--- src/rtl/moore_pkg.sv ---
// Shared definitions for the moore_seq_det serial pattern detector.
//   - y status encodings (idle / partial / near / match)
//   - hit counter width
//   - kmp_next: KMP-style fallback used to build the next-state table
//   - y_status: maps a match depth onto the 2-bit status code
package moore_pkg;

  localparam logic [1:0] YIdle    = 2'b00;
  localparam logic [1:0] YPartial = 2'b01;
  localparam logic [1:0] YNear    = 2'b10;
  localparam logic [1:0] YMatch   = 2'b11;

  localparam int unsigned HitCntW = 8;

  // Longest prefix of the pattern that is a suffix of (first s pattern bits, xb).
  // pat holds the pattern right-aligned; its bit len-1 is the first expected bit.
  // A full match with overlap disabled restarts from an empty history.
  function automatic int unsigned kmp_next(int unsigned len, logic [7:0] pat, bit overlap,
                                           int unsigned s, logic xb);
    int          s_eff;
    int          best;
    int          m;
    logic        ok;
    logic        cb;
    logic        pb;
    logic [7:0]  tmp;
    s_eff = (s >= len && !overlap) ? 0 : int'(s);
    best  = 0;
    for (int k = 1; k <= 8; k++) begin
      if (k <= int'(len) && k <= s_eff + 1) begin
        ok = 1'b1;
        for (int i = 0; i < 8; i++) begin
          if (i < k) begin
            m   = s_eff + 1 - k + i;
            tmp = pat >> (int'(len) - 1 - m);
            cb  = (m == s_eff) ? xb : tmp[0];
            tmp = pat >> (int'(len) - 1 - i);
            pb  = tmp[0];
            if (cb != pb) ok = 1'b0;
          end
        end
        if (ok) best = k;
      end
    end
    return int'(best);
  endfunction

  function automatic logic [1:0] y_status(int unsigned s, int unsigned len);
    logic [1:0] y;
    if (s == 0)             y = YIdle;
    else if (s >= len)      y = YMatch;
    else if (s == len - 1)  y = YNear;
    else                    y = YPartial;
    return y;
  endfunction

endpackage

--- src/rtl/moore_seq_next.sv ---
// Combinational next-state function of the sequence detector.
// Ports:
//   cur  - current match depth (0..LEN)
//   x    - incoming serial bit
//   nxt  - match depth after consuming x (KMP fallback, overlap per OVERLAP)
// The whole transition table is a function of parameters only, so it is built
// at elaboration time and reduces to a small mux on (cur, x).
module moore_seq_next
  import moore_pkg::*;
#(
  parameter int unsigned      LEN     = 4,
  parameter logic [LEN-1:0]   PATTERN = 4'b1011,
  parameter bit               OVERLAP = 1'b1,
  localparam int unsigned     SW      = $clog2(LEN + 1)
) (
  input  logic [SW-1:0] cur,
  input  logic          x,
  output logic [SW-1:0] nxt
);

  localparam logic [SW-1:0] SMax = SW'(LEN);

  logic [SW-1:0] tbl [LEN+1][2];

  for (genvar gs = 0; gs <= LEN; gs++) begin : g_state
    for (genvar gb = 0; gb < 2; gb++) begin : g_bit
      assign tbl[gs][gb] = SW'(kmp_next(LEN, 8'(PATTERN), OVERLAP, gs, 1'(gb)));
    end
  end

  // Unreachable encodings above LEN fall back to the idle state.
  assign nxt = (cur <= SMax) ? tbl[cur][x] : '0;

endmodule

--- src/rtl/moore_seq_det.sv ---
// Moore-style serial pattern detector with KMP fallback on mismatch.
// Optional feature: define MOORE_SEQ_DET_CNT_EN to add the saturating hit_cnt output.
// Ports:
//   clk      - system clock, rising edge
//   rst      - synchronous active-high reset
//   x        - serial data bit
//   x_valid  - x is consumed only when high
//   y        - status: 00 idle, 01 partial, 10 near, 11 match (registered)
//   match    - high while the full pattern is matched (registered)
//   progress - number of pattern bits currently matched
//   hit_cnt  - saturating count of entries into the match state (optional)
module moore_seq_det
  import moore_pkg::*;
#(
  parameter int unsigned    LEN     = 4,
  parameter logic [LEN-1:0] PATTERN = 4'b1011,
  parameter bit             OVERLAP = 1'b1
) (
  input  logic                       clk,
  input  logic                       rst,
  input  logic                       x,
  input  logic                       x_valid,
  output logic [1:0]                 y,
  output logic                       match,
  output logic [$clog2(LEN+1)-1:0]   progress
`ifdef MOORE_SEQ_DET_CNT_EN
  ,
  output logic [HitCntW-1:0]         hit_cnt
`endif
);

  localparam int unsigned   SW   = $clog2(LEN + 1);
  localparam logic [SW-1:0] SMax = SW'(LEN);

  logic [SW-1:0] state_q, state_d;
  logic [1:0]    y_q;
  logic          match_q;

  moore_seq_next #(
    .LEN     (LEN),
    .PATTERN (PATTERN),
    .OVERLAP (OVERLAP)
  ) u_next (
    .cur (state_q),
    .x   (x),
    .nxt (state_d)
  );

  // Outputs are decoded from the next state and registered with it, so they
  // always describe the state currently held.
  always_ff @(posedge clk) begin
    if (rst) begin
      state_q <= '0;
      y_q     <= YIdle;
      match_q <= 1'b0;
    end else if (x_valid) begin
      state_q <= state_d;
      y_q     <= y_status(32'(state_d), LEN);
      match_q <= (state_d == SMax);
    end
  end

`ifdef MOORE_SEQ_DET_CNT_EN
  logic [HitCntW-1:0] hit_cnt_q;

  // Every consumed bit that lands in the match state counts, including
  // match->match under overlap.
  always_ff @(posedge clk) begin
    if (rst) begin
      hit_cnt_q <= '0;
    end else if (x_valid && (state_d == SMax) && (hit_cnt_q != '1)) begin
      hit_cnt_q <= hit_cnt_q + 1'b1;
    end
  end

  assign hit_cnt = hit_cnt_q;
`endif

  assign y        = y_q;
  assign match    = match_q;
  assign progress = state_q;

endmodule

--- config.mk ---
export PLATFORM = sky130hd
export DESIGN_NAME = moore_seq_det
export DESIGN_NICKNAME = d
export VERILOG_FILES = /design/src/rtl/moore_pkg.sv /design/src/rtl/moore_seq_next.sv /design/src/rtl/moore_seq_det.sv
export SDC_FILE = /design/constraint.sdc
export NUM_CORES = 1
export LEC_CHECK = 0
export ABC_AREA = 1
export ABC_CLOCK_PERIOD_IN_PS = 900
export BUFFER_PORTS_ARGS = -buffer_cell sky130_fd_sc_hd__buf_4
export CORE_AREA = 10 10 47 49
export DETAILED_ROUTE_END_ITERATION = 6
export DIE_AREA = 0 0 57 59
export PLACE_DENSITY_LB_ADDON = 0.05
export SYNTH_ARGS = -nofsm -noshare
export SYNTH_HDL_FRONTEND = slang
export SYNTH_SLANG_ARGS = --single-unit
--- constraint.sdc ---
create_clock -name clk -period 0.9 [get_ports clk]
set_input_delay 0.18 -clock clk [delete_from_list [all_inputs] [get_ports clk]]
set_output_delay 0.18 -clock clk [all_outputs]
set_load 0.02 [all_outputs]
## Word level (Yosys, flattened, before mapping)

Memories as Yosys holds them, arrays and structs flattened.
Cells that the tools add are included.

- Memories kept: 1
- Flip-flop bits (word level): 6
- Output and inout bits: 6
- Bits in read-only memories: 48
- Logic and storage cells: 22

- Bitwise logic cells: 2
- Reductions and logical operators: 1
- Multiplexer cells: 9
- Equal/unequal tests: 2
- Order comparisons: 4

Memories:

| memory | depth | bits a word | read ports | clocked after memory_dff | write ports | line | RTL |
|---|---|---|---|---|---|---|---|
| (no name shown) | 8 | 6 | 1 | 0 | 0 | moore_seq_next.sv:32 | `assign nxt = (cur <= SMax) ? tbl[cur][x] : '0;` |

Operators with widths:

| kind | number |
|---|---|
| $mux 3 | 4 |
| $mux 6 | 2 |
| $mux 2 | 3 |
| $ge 4x4->1 const B | 1 |
| $not 3->4 | 1 |
| $eq 3x2->1 const B | 1 |
| $eq 3x3->1 const B | 1 |
| $ge 3x3->1 const B | 1 |
| $le 3x3->1 const B | 1 |
| $logic_not 3->1 | 1 |
| $ge 2x2->1 const B | 1 |
| $not 1->2 | 1 |

## Logic depth before layout (Yosys ltp)

- Word-level depth: 12
- Gate-level depth with buffers: 6
- Gate-level depth less buffers: 6

## By module

A second synthesis with hierarchy kept.

- Cell total of the unflattened synthesis: 45
- Area total of the unflattened synthesis: 290.3 um2

By module, submodules not included:

| module | area an instance (um2) | seq. area each (um2) | times used | cells each |
|---|---|---|---|---|
| moore_seq_det | 234.0 | 120.1 | 1 | 31 |
| moore_seq_next | 56.3 | 0.0 | 1 | 14 |

## Least setup slack after synthesis

OpenSTA, ideal clock, no wires.

- Path type: reg2reg
- Start: reg state_q[1] (netlist: progress[1])
- End: reg state_q[0] (netlist: progress[0])
- Path slack: -85 ps
- Arrival: 869 ps
- Cell stages (with the launch flop): 6
- Required time: 784 ps
- Cell sequence: dfxtp_1 > nor2_1 > nor2_1 > nor2_1 > nand2_1 > a21oi_1

- Word-level cells in the longest chain between the ends: 8

RTL lines:

| item | line | RTL |
|---|---|---|
| start: declaration | moore_seq_det.sv:35 | `logic [SW-1:0] state_q, state_d;` |
| start signal: assignment | moore_seq_det.sv:57 | `state_q <= state_d;` |
| $not 3->4 (implied by the code) | moore_seq_next.sv:32 |  |
| $mem_v2 8x6 | n/a |  |
| $mux 6 (implied by the code) (2 in a row) | moore_seq_next.sv:32 |  |
| $mux 3 (implied by the code) (3 in a row) | moore_seq_next.sv:32 |  |
| $mux 3 (*) | moore_seq_next.sv:32 |  |

Every way passes the cells marked *; elsewhere a longest branch is shown, timed or not. The select of a mux whose other input is x is not followed.
A chain may end at the register's enable or synchronous reset.

## Worst setup path in the final report

- Start: reg state_q[1] (netlist: progress[1])
- End: out progress[1]

RTL lines:

| item | line | RTL |
|---|---|---|
| end: declaration | moore_seq_det.sv:25 | `output logic [$clog2(LEN+1)-1:0] progress` |

No word-level cell between the ends.

==> impl_metrics.ini <==
[place]
gp_congestion = 0.680
place_inst = 63
placed_area_um2 = 359
dp_hpwl_um = 607
port_buffers = 9

[cells_and_area]
n_antenna_cell = 0
final_area_um2 = 425
drive_gt1_share_pct = 50.0
most-common-layout-cells = 12 x nand2_1, 6 x buf_6, 4 x nor2_1, 4 x a21oi_1
multi_input_area_um2 = 144
layout_commonest_cell = nand2_1
fillCellCount = 164
finish.utilization_pct = 30.4
fin_cells = 66
seqCellArea_um2 = 135
nets = 56
area_growth_syn_to_layout_pct = 58.9

[clock_network]
clkTransAtPathRegs_ns = 0.04
clkLatencyLatePin_ns = 0.24
htree_num_levels = 1
clkSinkCount = 6
cts_setup_buffers = 0
cts_tree = yes
clockRootBuffer = clkbuf_4
cts_made_buffers = 3
clk_path_buf_depth = 2
holdBufCountCts = 0

[grt]
grt_max_degree = 8
first_global_vias = 286
grt_pass1_wl_mm = 1.30
antenna_found_initial = 0
grt.overflow.total = 0
grt_use_total_pct = 5.09

[detailed_routing]
wl_per_cell_um = 11.4
drt_iter0_markers = 4
drc = 0
first_pass_iters = 4
wirelength_um = 750
ant_nets = 0
dr_total_vias = 287
vias_per_cell = 4.35

[power_and_ir_drop]
powerDensity_nw_per_um2 = 1440
ir_worst_vdd_mv = 0.456
p_leak_nw = 0.170

[die]
core_area_um2 = 1400
die-height_um = 59
initial_utilization_pct = 19.1
pin_count = 10
die_area_um2 = 3360
rows = 14
fp.dieW_um = 57

[worst_hold_path]
whs_endpoint = match$_SDFFE_PP0P_
worstHoldStart = rst
holdCritPathClass = in2reg
holdPathStages = 2

[synthesis]
syn_inst = 38
synth_warnings = 0
syn_area_um2 = 268
seq_area_frac_synth_pct = 44.9
avgSynthCellArea_um2 = 7.05
syn-num-nets = 42
synth_cell_types = 12
ys_ff_latch = 6

[setup_path]
r2r_end = progress[1]$_SDFFE_PP0P_
required_ns = 0.72
setup.worst_path.end_class = primary output
reg2reg_slack_ns = 0.02
path_max_fanout = 7
rr_worst_depth = 5
path_delay_family = flip-flops
worstPathArrival_ns = 0.75
path_cells = buf_6
crit_buf_inv = 1
crit_type = reg2out
rr_startpoint = progress[0]$_SDFFE_PP0P_
critPathMaxStageDelay_ns = 0.38
cp-start-kind = register
cp_slowest_cell = dfxtp_4

[sta]
clock_skew_ns = 0.00214
slew_headroom_pct = 88.1
drv_slew = 0
worstMarginPinSlew_ns = 0.178
period_needed_ns = 0.926
hold_viol = 0
holdWs_ns = 0.136
rsz0062_at_grt = true
post-route-period-util_pct = 103
setup_tns_ns = -0.0538
fin_ws_ns = -0.0262
fmax_mhz = 1080
setup_violations = 3

[status]
violations = setup timing
status = complete, but fails checks

[run]
cap_violations = 0
## power breakdown
part / internal [mW] / leakage, nW / switching, mW
registers: 0.271 / 0.0524 / 0.0123
clock network: 0.151 / 0.0138 / 0.0944
logic: 0.0394 / 0.104 / 0.0459
total: 0.462 / 0.170 / 0.153
## routing by layer
layer	up-vias	wire, um	GRT usage [%]	part of all wire [%]
li1	149	-	-	-
met1	127	319	5.09	43
met2	11	349	7.29	47
met3	0	81	4.72	11
met4	0	0	2.01	0
met5	-	0	0	0
## state kept, by name, summed over array words and instances (netlist names)
register and cells:
y 2, match 1, progress 3
## layout make-up
class	count	area share [%]
multi-input cells	29	33.8
flip-flops and latches	6	31.8
inverters	3	3.24
clock buffers	3	5.29
repair buffers	9	21.2
well taps	16	4.71
## cells in the mapped netlist
library cell	number	area (um^2)
nand2_1	12	45.0
a21oi_1	6	30.0
dfxtp_1	6	120
nor2_1	4	15.0
inv_2	2	7.51
nor2_2	2	12.5
inv_1	1	3.75
nand3_1	1	5.00
nand3_2	1	10.0
nand3b_1	1	7.51
nand4_1	1	6.26
o21ai_0	1	5.00
## through the flow
step | setup slack (ns) | power (mW)
after CTS | -0.0364 | 0.629
after detailed placement | 0.0237 | 0.373
after floorplan | 0.0161 | 0.332
final | -0.0262 | 0.614
after global routing | -0.0583 | 0.667
after global placement | 0.0291 | 0.372
## worst max-delay path by stage
stage	slack [ns]	depth (start not counted)	start	end
after floorplan	0.02	5	progress[2]$_SDFFE_PP0P_	progress[0]$_SDFFE_PP0P_
after global placement	0.03	5	progress[1]$_SDFFE_PP0P_	progress[1]$_SDFFE_PP0P_
after detailed placement	0.02	5	progress[1]$_SDFFE_PP0P_	progress[0]$_SDFFE_PP0P_
after CTS	-0.04	1	progress[1]$_SDFFE_PP0P_	progress[1]
after global routing	-0.06	4	progress[0]$_SDFFE_PP0P_	progress[1]$_SDFFE_PP0P_
final	-0.03	1	progress[1]$_SDFFE_PP0P_	progress[1]
## repair_timing
item                                    in CTS  in global routing
pin swaps                                    0                  1
endpoints found under the setup margin       5                 11
resized for setup                            8                  7
## logic make-up (layout without fill, tap and decap cells)
group | count (synthesis) | after routing | share of synthesized area (%)
AO/OA/AOI/OAI | 7 | 7 | 13.1
buffers and inverters | 3 | 15 | 4.21
flip-flops | 6 | 6 | 44.9
AND/OR/NAND/NOR | 22 | 22 | 37.8
(Power assumes the default switching activity.)
